## src/rtl/uart_rxd.sv

```systemverilog
// 8N1 UART receiver: 2-FF synchronised RxD, mid-bit sampling, one-cycle valid and
// framing-error strobes, and a break state that waits out a held-low line.
module uart_rxd #(
    parameter int unsigned CLKS_PER_BIT = 5209
) (
    input  logic       clk,
    input  logic       reset,
    input  logic       RxD,
    output logic [7:0] data,
    output logic       data_valid,
    output logic       framing_error,
    output logic       busy
);

    localparam int unsigned HALF_BIT = CLKS_PER_BIT / 2;
    localparam int unsigned CW       = $clog2(CLKS_PER_BIT);
    localparam logic [CW-1:0] HALF_LAST = CW'(HALF_BIT - 1);
    localparam logic [CW-1:0] BIT_LAST  = CW'(CLKS_PER_BIT - 1);

    typedef enum logic [2:0] {
        StIdle,
        StStart,
        StData,
        StStop,
        StBreak
    } state_e;

    state_e          state_q, state_d;
    logic            rx_meta, rx_s;
    logic [CW-1:0]   cnt_q, cnt_d;
    logic [2:0]      bit_q, bit_d;
    logic [7:0]      shift_q, shift_d;
    logic [7:0]      data_q, data_d;
    logic            valid_q, valid_d;
    logic            ferr_q, ferr_d;

    // Line idles high, so the synchroniser resets to 1 to avoid a false start.
    always_ff @(posedge clk or posedge reset) begin
        if (reset) begin
            rx_meta <= 1'b1;
            rx_s    <= 1'b1;
        end else begin
            rx_meta <= RxD;
            rx_s    <= rx_meta;
        end
    end

    always_ff @(posedge clk or posedge reset) begin
        if (reset) begin
            state_q <= StIdle;
            cnt_q   <= '0;
            bit_q   <= '0;
            shift_q <= '0;
            data_q  <= '0;
            valid_q <= 1'b0;
            ferr_q  <= 1'b0;
        end else begin
            state_q <= state_d;
            cnt_q   <= cnt_d;
            bit_q   <= bit_d;
            shift_q <= shift_d;
            data_q  <= data_d;
            valid_q <= valid_d;
            ferr_q  <= ferr_d;
        end
    end

    always_comb begin
        state_d = state_q;
        cnt_d   = cnt_q;
        bit_d   = bit_q;
        shift_d = shift_q;
        data_d  = data_q;
        valid_d = 1'b0;
        ferr_d  = 1'b0;
        case (state_q)
            StIdle: begin
                cnt_d = '0;
                if (!rx_s) begin
                    state_d = StStart;
                end
            end
            StStart: begin
                if (cnt_q == HALF_LAST) begin
                    cnt_d = '0;
                    if (!rx_s) begin
                        state_d = StData;
                        bit_d   = '0;
                    end else begin
                        state_d = StIdle;
                    end
                end else begin
                    cnt_d = cnt_q + CW'(1);
                end
            end
            StData: begin
                if (cnt_q == BIT_LAST) begin
                    cnt_d   = '0;
                    shift_d = {rx_s, shift_q[7:1]};
                    bit_d   = bit_q + 3'd1;
                    if (bit_q == 3'd7) begin
                        state_d = StStop;
                    end
                end else begin
                    cnt_d = cnt_q + CW'(1);
                end
            end
            StStop: begin
                if (cnt_q == BIT_LAST) begin
                    cnt_d = '0;
                    if (rx_s) begin
                        data_d  = shift_q;
                        valid_d = 1'b1;
                        state_d = StIdle;
                    end else begin
                        ferr_d  = 1'b1;
                        state_d = StBreak;
                    end
                end else begin
                    cnt_d = cnt_q + CW'(1);
                end
            end
            StBreak: begin
                cnt_d = '0;
                if (rx_s) begin
                    state_d = StIdle;
                end
            end
            default: begin
                state_d = StIdle;
                cnt_d   = '0;
            end
        endcase
    end

    assign data          = data_q;
    assign data_valid    = valid_q;
    assign framing_error = ferr_q;
    assign busy          = (state_q != StIdle);

endmodule

```

## config.mk

```make
export PLATFORM = sky130hd
export DESIGN_NAME = uart_rxd
export DESIGN_NICKNAME = d
export VERILOG_FILES = /design/src/rtl/uart_rxd.sv
export SDC_FILE = /design/constraint.sdc
export NUM_CORES = 1
export LEC_CHECK = 0
export ABC_AREA = 1
export CAP_MARGIN = 10
export CELL_PAD_IN_SITES_DETAIL_PLACEMENT = 2
export CELL_PAD_IN_SITES_GLOBAL_PLACEMENT = 2
export CORE_AREA = 2 2 65 97
export CTS_CLUSTER_DIAMETER = 50
export DETAILED_ROUTE_END_ITERATION = 8
export DIE_AREA = 0 0 67 99
export PLACE_DENSITY = 0.85
export SETUP_SLACK_MARGIN = 0.4
export SYNTH_ARGS = -nofsm -noshare
export SYNTH_HDL_FRONTEND = slang
export SYNTH_SLANG_ARGS = --single-unit
export TNS_END_PERCENT = 50
```

## constraint.sdc

```tcl
create_clock -name clk -period 1.8 [get_ports clk]
set_input_delay 0.27 -clock clk [delete_from_list [all_inputs] [get_ports clk]]
set_output_delay 0.27 -clock clk [all_outputs]
set_load 0.005 [all_outputs]
```

==> impl_metrics.yaml <==
run_status:
  run_status: "completed"
power:
  power_report.internal_total_uw: 1164
  p_comb_frac: 0.026
  power_frac_seq: 0.569
  cellPowerDensity_nw_per_um2: 552.6
  share_clk_of_total_power: 0.405
  totalPowerFinal_uw: 1551
  power.leakage_uw: 0.001239
  switchingPower_uw: 387.1
  vdd_ir_drop_max_mv: 0.4466
  power.switching_fraction: 0.2496
cts:
  cts_inserted_buffers: 5
  clk_transition_reported_paths_ns: 0.10
  tritoncts: "yes"
  clk_root_buffer_cell: "clkbuf_8"
  cts_max_level: 2
  clockBufferDepth: 2
  cts-hold-fix-buffers: 0
  clock_insertion_delay_worst_skew_ns: 0.31
  numClockSinks: 39
placed_design:
  gpl.final_weighted_congestion: 0.8847
  placement.io_buffers: 13
  hpwl_um: 4173
yosys:
  syn-num-nets: 242
  synth-main-ff-cell: "dfrtp_1"
  post_synth_main_area_contributors: "dfrtp_1 47%, nand2_1 15%, nand3_1 4.9%"
  edff_count_synth: 0
  average_cell_area_after_synthesis_um2: 8.332
  synth_top_cell_area_share: 0.4728
  ys_warnings: 0
  synthesized_netlist_cell_count: 235
  postSynthRegisterBits: 39
  synth_cell_type_count: 29
  ys_async_sr_fraction: 1.000
  synthDominantAreaCellType: "dfrtp_1"
  ys_seq_area_frac: 0.4997
  netlist_area_um2: 1958
die:
  initial_core_util: 0.3385
  floorplan.core_area_um2: 5786
  floorplan.die.height_um: 99
  rows: 34
  ios: 14
  die_outline_area_um2: 6633
  die_w_um: 67
finish:
  layout.nets: 291
  num_antenna_cells: 0
  layout_common_cells: "54 x nand2_1, 33 x dfrtp_1, 23 x buf_4"
  area_delta_synth_final_pct: 43.32
  mostFrequentLayoutCell: "nand2_1"
  final_layout_size_suffix_gt1_frac: 0.4211
sta:
  hold_viol: 0
  setup_total_negative_slack_ns: 0
  worst-slew-pin-transition_ns: 0.3993
  fmax_ghz: 0.6065
  layout_worst_path_cycle_share: 0.9159
  final_max_slew_viol_count: 0
  timing.final.crit_period_ns: 1.649
  fin_skew_ns: 0.01708
  setup_violations: 0
  unrepaired_setup_endpoints_after_global_routing: "true"
  slew-limit-headroom: 0.7316
setup_path:
  path_cells: "inv_2, ha_4, nand2_2, nor2_4, nand3_4, nand2_4, nand2_2, nor2_4, nand2_1, nand2_1"
  critical_path.max_fanout: 4
  critical_path.startpoint_type: "flip-flop"
  max_stage_delay_ns: 0.44
  crit_type: "reg2reg"
  worst-endpoint-arrival_ns: 1.88
  end_kind: "flip-flop"
  crit_path_top_delay_cell: "dfrtp_1"
  cp_data_required_time_ns: 2.03
global_route:
  first_pass_grt_wire_length_um: 12230
  grt_pass1_vias: 2223
  overall_fraction_of_global_route_tracks_in_use: 0.2517
  largest_net_degree_at_the_start_of_global_routing: 40
  antenna_found_initial: 0
  global_route_total_overflow: 0
route:
  firstDrtPassIters: 4
  wl_per_cell_um: 24.34
  drt.antenna.violating_nets: 0
  initialDrtViolationCount: 61
  num_vias: 1954
  drt-vias-per-instance: 5.473
  wl_um: 8689
  drc: 0
hold_path:
  min-delay-path-class: "in2async"
run:
  timing.max_cap.violations: 0
==> area by class of cell <==
cell class / count / area (µm²)
timing repair buffer: 45 / 415.4
inverter: 23 / 88.84
clock inverter: 3 / 20.02
multi-input combinational: 170 / 1140
tap: 72 / 90.09
clock buffer: 5 / 68.82
sequential: 39 / 983.4
fill: 636 / 2979
==> state kept, by name, indices dropped and copies added (netlist names) <==
register,cells
cnt_q,13
data,8
shift_q,8
bit_q,3
state_q,3
data_valid,1
framing_error,1
rx_meta,1
rx_s,1
==> per-stage QoR <==
stage	hold WS, ns	setup WS [ns]	area, µm²	util	cells
finish	0.3104	0.1513	2806	0.4851	357
global route	0.3419	0.07118	2806	0.4851	357
CTS	0.3312	0.2495	2641	0.4565	353
detailed placement	0.3469	0.1631	2245	0.3880	326
global placement	0.3462	0.2293	2245	0.3880	326
floorplan	0.2745	0.3662	1958	-	235
==> critical path: cells and delay by family, from the launching register on <==
kind / cells / cell delay [ns]
and+or+nand+nor: 8 / 0.84
adders and majority gates: 1 / 0.18
DFF: 1 / 0.44
buffers and inverters: 1 / 0.11
==> kinds of logic (layout without fill, tap and decap cells) <==
family / after synthesis / after routing / share of synthesized area
flops: 39 / 39 / 0.4997
buf+inv: 26 / 76 / 0.05112
fa+ha+maj: 4 / 4 / 0.02556
simple gates: 137 / 137 / 0.3310
xor+xnor: 7 / 7 / 0.03131
compound gates: 22 / 22 / 0.06134
==> final timing paths <==
check / cells past startpoint / startpoint / slack [ns] / end
setup / recovery: 10 / cnt_q[0] / 0.15 / state_q[0]
max in group asynchronous: 3 / reset / 1.21 / rx_s
setup reg to reg: 10 / cnt_q[0] / 0.15 / state_q[0]
min in group clk: 0 / rx_meta / 0.36 / rx_s
hold / removal: 3 / reset / 0.31 / cnt_q[11]
hold reg to reg: 0 / rx_meta / 0.36 / rx_s
==> synthesized netlist by cell type (2+ instances only) <==
library cell / n
a21oi_1: 11
buf_2: 2
dfrtp_1: 37
dfstp_2: 2
ha_1: 4
inv_1: 19
inv_2: 4
nand2_1: 76
nand2_2: 5
nand3_1: 19
nand4_1: 9
nor2_1: 17
nor3_1: 3
nor3_4: 2
o21ai_0: 3
o21ai_1: 4
xor2_1: 6
==> power groups by stage <==
stage	clock network, µW	registers, µW	logic, µW
2_1_floorplan	0	899	15.5
3_3_place_gp	0	900	31.7
3_5_place_dp	0	900	32.9
4_1_cts	633	883	34.2
5_1_grt	672	883	44.7
6_report	628	883	39.9
==> metal layers <==
layer / GRT usage / vias to the layer above / part of all wire
li1: - / 867 / -
met1: 0.2717 / 1005 / 0.36
met2: 0.4623 / 52 / 0.57
met3: 0.04110 / 30 / 0.029
met4: 0.1115 / 0 / 0.045
met5: 0 / - / 0
==> what timing repair did <==
action | CTS | global route
setup buffers | 18 | 4
cloned | 1 | 0
gates resized for setup | 52 | 37
pin swaps | 24 | 16
endpoints found under the setup margin | 47 | 48
(Power assumes the default switching activity.)
